--- config.mk ---
export PLATFORM = sky130hd
export DESIGN_NAME = ddr3_mport_arbit
export DESIGN_NICKNAME = d
export VERILOG_FILES = /design/src/rtl/ddr3_pkg.sv /design/src/rtl/ddr3_rr_arbiter.sv /design/src/rtl/ddr3_mport_arbit.sv
export SDC_FILE = /design/constraint.sdc
export NUM_CORES = 1
export LEC_CHECK = 0
export BUFFER_PORTS_ARGS = -buffer_cell sky130_fd_sc_hd__buf_2
export CORE_AREA = 10 10 357 359
export DETAILED_ROUTE_END_ITERATION = 16
export DIE_AREA = 0 0 367 369
export GPL_ROUTABILITY_DRIVEN = 1
export SETUP_SLACK_MARGIN = 0.02
export SKIP_CTS_REPAIR_TIMING = 1
export SLEW_MARGIN = 20
export SYNTH_ARGS = -nofsm -noshare
export SYNTH_HDL_FRONTEND = slang
export SYNTH_SLANG_ARGS = --single-unit
--- constraint.sdc ---
create_clock -name clk -period 4.25 [get_ports clk]
set_input_delay 0.85 -clock clk [delete_from_list [all_inputs] [get_ports clk]]
set_output_delay 0.85 -clock clk [all_outputs]
set_load 0.03 [all_outputs]
--- src/rtl/ddr3_pkg.sv ---
// Shared types and helpers for the multi-port MIG arbiter.
package ddr3_pkg;

    typedef enum logic [2:0] {
        ST_IDLE,
        ST_ARB,
        ST_WR_BURST,
        ST_RD_CMD,
        ST_RD_DRAIN
    } state_t;

    localparam logic [2:0] CMD_WR = 3'b000;
    localparam logic [2:0] CMD_RD = 3'b001;

    function automatic int clog2(input int v);
        int r;
        r = 0;
        for (int i = 0; i < 31; i++) begin
            if ((1 << i) < v) r = i + 1;
        end
        return r;
    endfunction

endpackage

--- src/rtl/ddr3_rr_arbiter.sv ---
// Round-robin arbiter: first asserted request after the last grant.
module ddr3_rr_arbiter
    import ddr3_pkg::*;
#(
    parameter int N  = 4,
    parameter int IW = 2
) (
    input  logic [N-1:0]  i_req,
    input  logic [IW-1:0] i_last,
    output logic [N-1:0]  o_gnt,
    output logic [IW-1:0] o_idx,
    output logic          o_any
);

    always_comb begin
        o_gnt = '0;
        o_idx = '0;
        o_any = 1'b0;
        for (int k = 1; k <= N; k++) begin
            int j;
            j = int'(i_last) + k;
            if (j >= N) j = j - N;
            if (!o_any && i_req[j]) begin
                o_any    = 1'b1;
                o_gnt[j] = 1'b1;
                o_idx    = IW'(j);
            end
        end
    end

endmodule

--- src/rtl/ddr3_mport_arbit.sv ---
// N-write / M-read burst arbiter in front of the MIG native app port.
module ddr3_mport_arbit
    import ddr3_pkg::*;
#(
    parameter int NUM_WR     = 2,
    parameter int NUM_RD     = 2,
    parameter int DATA_WIDTH = 128,
    parameter int ADDR_WIDTH = 28,
    parameter int BURST_LEN  = 64,
    parameter int ADDR_STEP  = 8
) (
    input  logic                           clk,
    input  logic                           rst_n,
    input  logic                           init_calib_complete,
    input  logic [NUM_WR-1:0]              wr_req,
    input  logic [NUM_WR*ADDR_WIDTH-1:0]   wr_addr_begin,
    input  logic [NUM_WR*ADDR_WIDTH-1:0]   wr_addr_end,
    input  logic [NUM_WR-1:0]              wr_addr_clr,
    input  logic [NUM_WR*DATA_WIDTH-1:0]   wr_data,
    output logic [NUM_WR-1:0]              wr_data_pop,
    input  logic [NUM_RD-1:0]              rd_req,
    input  logic [NUM_RD*ADDR_WIDTH-1:0]   rd_addr_begin,
    input  logic [NUM_RD*ADDR_WIDTH-1:0]   rd_addr_end,
    input  logic [NUM_RD-1:0]              rd_addr_clr,
    output logic [DATA_WIDTH-1:0]          rd_data,
    output logic [NUM_RD-1:0]              rd_data_vld,
    output logic                           app_en,
    output logic [2:0]                     app_cmd,
    output logic [ADDR_WIDTH-1:0]          app_addr,
    input  logic                           app_rdy,
    output logic                           app_wdf_wren,
    output logic                           app_wdf_end,
    output logic [DATA_WIDTH-1:0]          app_wdf_data,
    output logic [DATA_WIDTH/8-1:0]        app_wdf_mask,
    input  logic                           app_wdf_rdy,
    input  logic [DATA_WIDTH-1:0]          app_rd_data,
    input  logic                           app_rd_data_valid
);

    localparam int NREQ = NUM_WR + NUM_RD;
    localparam int IW   = clog2(NREQ);
    localparam int WW   = (NUM_WR > 1) ? clog2(NUM_WR) : 1;
    localparam int RW   = (NUM_RD > 1) ? clog2(NUM_RD) : 1;
    localparam int CW   = clog2(BURST_LEN) + 1;
    localparam int AW   = ADDR_WIDTH;
    localparam logic [CW-1:0] LAST_BEAT = CW'(BURST_LEN - 1);
    localparam logic [CW-1:0] FULL      = CW'(BURST_LEN);
    localparam logic [AW:0]   STEP      = (AW+1)'(ADDR_STEP);

    state_t          r_state;
    state_t          w_state_nxt;
    logic [IW-1:0]   r_sel;
    logic [IW-1:0]   r_last;
    logic [CW-1:0]   r_cnt;
    logic [CW-1:0]   w_cnt_nxt;
    logic [CW-1:0]   r_rcnt;
    logic [CW-1:0]   w_rcnt_nxt;
    logic [RW-1:0]   r_rd_ch;
    logic            r_loaded;
    logic            w_grant;
    logic [NREQ-1:0] w_gnt;
    logic [IW-1:0]   w_idx;
    logic            w_any;
    logic            w_gnt_rd;
    logic            w_wr_fire;
    logic            w_rd_fire;
    logic            w_fire;
    logic            w_busy;
    logic [WW-1:0]   w_wsel;
    logic [AW-1:0]   w_ptr  [NREQ];
    logic [DATA_WIDTH-1:0] w_wdat [NUM_WR];

    ddr3_rr_arbiter #(
        .N  (NREQ),
        .IW (IW)
    ) u_arb (
        .i_req  ({rd_req, wr_req}),
        .i_last (r_last),
        .o_gnt  (w_gnt),
        .o_idx  (w_idx),
        .o_any  (w_any)
    );

    assign w_gnt_rd  = |w_gnt[NREQ-1:NUM_WR];
    assign w_wr_fire = (r_state == ST_WR_BURST) && app_rdy && app_wdf_rdy;
    assign w_rd_fire = (r_state == ST_RD_CMD) && app_rdy;
    assign w_fire    = w_wr_fire || w_rd_fire;
    assign w_busy    = (r_state == ST_WR_BURST) || (r_state == ST_RD_CMD)
                    || (r_state == ST_RD_DRAIN);
    assign w_wsel    = r_sel[WW-1:0];
    assign w_rcnt_nxt = r_rcnt + CW'(app_rd_data_valid);

    always_comb begin
        w_state_nxt = r_state;
        w_cnt_nxt   = r_cnt;
        w_grant     = 1'b0;
        unique case (r_state)
            ST_IDLE: begin
                if (init_calib_complete) w_state_nxt = ST_ARB;
            end
            ST_ARB: begin
                if (!init_calib_complete) begin
                    w_state_nxt = ST_IDLE;
                end else if (w_any) begin
                    w_grant     = 1'b1;
                    w_cnt_nxt   = '0;
                    w_state_nxt = w_gnt_rd ? ST_RD_CMD : ST_WR_BURST;
                end
            end
            ST_WR_BURST: begin
                if (w_wr_fire) begin
                    w_cnt_nxt = r_cnt + 1'b1;
                    if (r_cnt == LAST_BEAT) w_state_nxt = ST_ARB;
                end
            end
            ST_RD_CMD: begin
                if (w_rd_fire) begin
                    w_cnt_nxt = r_cnt + 1'b1;
                    if (r_cnt == LAST_BEAT) w_state_nxt = ST_RD_DRAIN;
                end
            end
            ST_RD_DRAIN: begin
                if (w_rcnt_nxt == FULL) w_state_nxt = ST_ARB;
            end
            default: w_state_nxt = ST_IDLE;
        endcase
    end

    always_ff @(posedge clk or negedge rst_n) begin
        if (!rst_n) begin
            r_state  <= ST_IDLE;
            r_sel    <= '0;
            r_last   <= IW'(NREQ - 1);
            r_cnt    <= '0;
            r_rcnt   <= '0;
            r_rd_ch  <= '0;
            r_loaded <= 1'b0;
        end else begin
            r_state  <= w_state_nxt;
            r_cnt    <= w_cnt_nxt;
            r_loaded <= 1'b1;
            if (w_grant) begin
                r_sel  <= w_idx;
                r_last <= w_idx;
                r_rcnt <= '0;
                if (w_gnt_rd) r_rd_ch <= RW'(int'(w_idx) - NUM_WR);
            end else if (r_state == ST_RD_CMD || r_state == ST_RD_DRAIN) begin
                r_rcnt <= w_rcnt_nxt;
            end
        end
    end

    // Returns always go to the read channel latched at its grant.
    always_ff @(posedge clk or negedge rst_n) begin
        if (!rst_n) begin
            rd_data     <= '0;
            rd_data_vld <= '0;
        end else begin
            rd_data_vld <= '0;
            if (app_rd_data_valid) begin
                rd_data     <= app_rd_data;
                rd_data_vld <= NUM_RD'(1) << r_rd_ch;
            end
        end
    end

    genvar g;
    generate
        for (g = 0; g < NREQ; g++) begin : g_ch
            logic [AW-1:0] w_beg;
            logic [AW-1:0] w_end;
            logic          w_clr;
            logic          w_active;
            logic [AW:0]   w_sum;
            logic [AW-1:0] w_nxt;
            logic [AW-1:0] r_ptr;
            logic          r_pend;

            if (g < NUM_WR) begin : g_wr
                assign w_beg = wr_addr_begin[g*AW +: AW];
                assign w_end = wr_addr_end[g*AW +: AW];
                assign w_clr = wr_addr_clr[g];
                assign w_wdat[g] = wr_data[g*DATA_WIDTH +: DATA_WIDTH];
            end else begin : g_rd
                assign w_beg = rd_addr_begin[(g-NUM_WR)*AW +: AW];
                assign w_end = rd_addr_end[(g-NUM_WR)*AW +: AW];
                assign w_clr = rd_addr_clr[g-NUM_WR];
            end

            assign w_active = w_busy && (r_sel == IW'(g));
            assign w_sum    = {1'b0, r_ptr} + STEP;
            assign w_nxt    = (w_sum > {1'b0, w_end}) ? w_beg : w_sum[AW-1:0];
            assign w_ptr[g] = r_ptr;

            // A clear during the channel's own burst waits for the burst end.
            always_ff @(posedge clk or negedge rst_n) begin
                if (!rst_n) begin
                    r_ptr  <= '0;
                    r_pend <= 1'b0;
                end else if (!r_loaded) begin
                    r_ptr  <= w_beg;
                end else if (w_active) begin
                    if (w_fire) r_ptr <= w_nxt;
                    if (w_clr)  r_pend <= 1'b1;
                end else if (w_clr || r_pend) begin
                    r_ptr  <= w_beg;
                    r_pend <= 1'b0;
                end
            end
        end
    endgenerate

    assign app_en       = w_fire;
    assign app_cmd      = (r_state == ST_RD_CMD) ? CMD_RD : CMD_WR;
    assign app_addr     = w_busy ? w_ptr[r_sel] : '0;
    assign app_wdf_wren = w_wr_fire;
    assign app_wdf_end  = w_wr_fire;
    assign app_wdf_data = (r_state == ST_WR_BURST) ? w_wdat[w_wsel] : '0;
    assign app_wdf_mask = '0;
    assign wr_data_pop  = w_wr_fire ? (NUM_WR'(1) << w_wsel) : '0;

endmodule

==> flow_summary.json <==
{
  "antenna_found_initial": 121,
  "coreArea_mm2": 0.1198,
  "fp.dieW_um": 367,
  "fmax_mhz": 237.9,
  "die_h_um": 369,
  "cts-root-buf": "clkbuf_16",
  "vias_per_cell": 4.615,
  "ir_drop_v": 0.0003312,
  "io_buffers": 913,
  "worstPathArrival_ps": 4660,
  "vias": 22340,
  "syn2layout_area_growth_pct": 42.18,
  "power_switching_uw": 7395,
  "seqPwrFrac": 0.240,
  "outcome": "completed",
  "first_pass_iters": 5,
  "drive_gt1_frac": 0.4229,
  "synthFlopType": "dfrtp_1",
  "min_path_type": "in2async",
  "dp_hpwl_um": 134700,
  "rows": 127,
  "io_pins": 932,
  "htree_levels": 2,
  "wl_um": 153400,
  "async_flop_share": 1.000,
  "ant_nets": 0,
  "grt_pass1_vias": 21590,
  "hold_viol_final": 0,
  "internal-power_uw": 8325,
  "clock_insertion_delay_worst_skew_ps": 600,
  "p_clk_frac": 0.234,
  "grt_overflow_total": 0,
  "swShare": 0.4704,
  "drv_cap": 0,
  "cp.required_ps": 4700,
  "syn_inst": 2243,
  "setup_viol": 0,
  "grt_pass1_wl_um": 199300,
  "min_period_over_period": 0.9890,
  "numCtsBuffers": 38,
  "comb_power_share": 0.526,
  "syn_area_mm2": 0.02044,
  "cpMaxStageDelayCell": "a2111oi_4",
  "ys_warn_count": 0,
  "timing_worst_setup_path_type": "reg2reg",
  "powerDensity_mw_per_mm2": 540.8,
  "yosysSeqAreaShare": 0.3294,
  "start_util": 0.1706,
  "worst_setup_path_start_kind": "register",
  "cpPeakStageDelay_ps": 460,
  "track_usage": 0.2139,
  "clkSlewWorstSetupHoldPaths_ps": 60,
  "drc_errors": 0,
  "setup.worst_path.end_class": "register",
  "period_minus_slack_ps": 4203,
  "worst-path-max-fanout": 6,
  "avgSynthCellArea_um2": 9.115,
  "hold_slack_ps": 143.5,
  "routedWlPerCell_um": 31.69,
  "ys_seq_elements": 269,
  "utilization": 0.2426,
  "ys_top_cells_by_area": "dfrtp_1, mux2_2, ha_1",
  "drtIter0Drc": 2216,
  "post-synth-top-count-cell": "dfrtp_1",
  "synth_edf_count": 0,
  "cts_sinks": 269,
  "synth_common_cells": "dfrtp_1, nor2_1, nand2_1",
  "slew_viol_final": 0,
  "synth_cell_type_count": 81,
  "synth_top_area_cell": "dfrtp_1",
  "place_congestion": 1.003,
  "rsz0062_at_grt": "true",
  "worst_slew_pin_slew_ps": 889.6,
  "skew_ps": 30.99,
  "path_cells": "ha_2, and4_4, nand3_2, buf_4, nor2_1, nand3_1, xnor2_2, ha_4, a21oi_1, nand2_1, a221oi_2, nand4b_1, a2111oi_4, clkbuf_16, buf_12, mux2_2, o22a_1",
  "power_uw": 15720,
  "grt_max_degree": 131,
  "layout.nets": 3925,
  "clockBufferDepth": 3,
  "die_area_mm2": 0.1354,
  "maxSlewHeadroom": 0.3900,
  "cts_tree": "yes",
  "p_leak_uw": 0.01409,
  "synth_top_area_share": 0.3268
}
final timing paths:
path	depth (start not counted)	startpoint	to	slack [ps]
setup / recovery	17	g_ch[2].r_ptr[3]	g_ch[2].r_ptr[8]	50
hold / removal	1	rst_n	g_ch[3].r_ptr[0]	140
hold reg to reg	1	rd_data[18]	rd_data[18]	500
min in group clk	2	app_rd_data[87]	rd_data[87]	470
setup reg to reg	17	g_ch[2].r_ptr[3]	g_ch[2].r_ptr[8]	50
max in group asynchronous	2	rst_n	rd_data[93]	3100
power by group through the flow:
stage          Combinational (µW)  Sequential, µW  Clock [µW]
2_1_floorplan                4800            3690           0
3_3_place_gp                 8050            3790           0
3_5_place_dp                 8090            3810           0
4_1_cts                      8120            3770        3770
5_1_grt                      8750            3860        3860
6_report                     8270            3780        3670
layout by cell type (no fill, tap or decap), types with 72 or more instances in the layout:
master / instances
mux2i_1: 144
buf_2: 911
ha_1: 121
nor2_1: 195
buf_4: 120
a21oi_1: 106
nor3_1: 72
nand2_1: 182
dfrtp_1: 261
inv_1: 146
nand3_1: 97
mux2_2: 154
cells by family after synthesis:
family	after synthesis	synth area share
buf+inv	313	0.06567
other cells	2	0.0003673
flops	269	0.3294
fa+ha+maj	123	0.07528
xor+xnor	98	0.04198
simple gates	772	0.1850
mux	330	0.1902
compound gates	336	0.1121
routing by layer:
| metal | GRT usage | up-vias | routed length (µm) | part of all wire |
|---|---|---|---|---|
| li1 | - | 9880 | - | - |
| met1 | 0.2936 | 10890 | 65660 | 0.43 |
| met2 | 0.3270 | 1264 | 66580 | 0.43 |
| met3 | 0.07502 | 237 | 18030 | 0.12 |
| met4 | 0.02859 | 68 | 2686 | 0.018 |
| met5 | 0 | - | 421 | 0.0027 |
critical path: cells and delay by family, from the launching register on:
kind	cells	cell delay (ps)
adders and majority gates	2	460
buffers and inverters	3	520
AOI/OAI and AO/OA	4	1180
muxes	1	320
DFF	1	410
and+or+nand+nor	6	950
xor gates and xnor gates	1	240
registers in the layout, summed over array words and instances (netlist names):
| name | cells |
|---|---|
| r_loaded | 1 |
| r_state | 3 |
| r_cnt | 7 |
| rd_data_vld | 2 |
| g_ch.r_pend | 4 |
| r_last | 2 |
| r_sel | 2 |
| rd_data | 128 |
| r_rd_ch | 1 |
| g_ch.r_ptr | 112 |
| r_rcnt | 7 |
per-stage QoR:
step | worst slack, ps | TNS, ps | std cells | area, µm²
after floorplan | 50.68 | 0 | 2260 | 20510
after global placement | 64.17 | 0 | 4740 | 27350
after detailed placement | -32.06 | -158.3 | 4740 | 27350
after CTS | -54.59 | -543.0 | 4809 | 28760
after global routing | -92.45 | -2218 | 4824 | 29030
final | 46.75 | 0 | 4840 | 29070
cell type report:
type,instances,area (µm²)
clock inverter,19,352.8
fill,13260,90740
timing repair buffer,1047,5737
sequential,269,6744
tap,1612,2017
multi-input combinational,1678,12570
inverter,146,548.0
clock buffer,50,1056
antenna,19,47.55
Note: power is estimated with default switching activity, not from simulation.
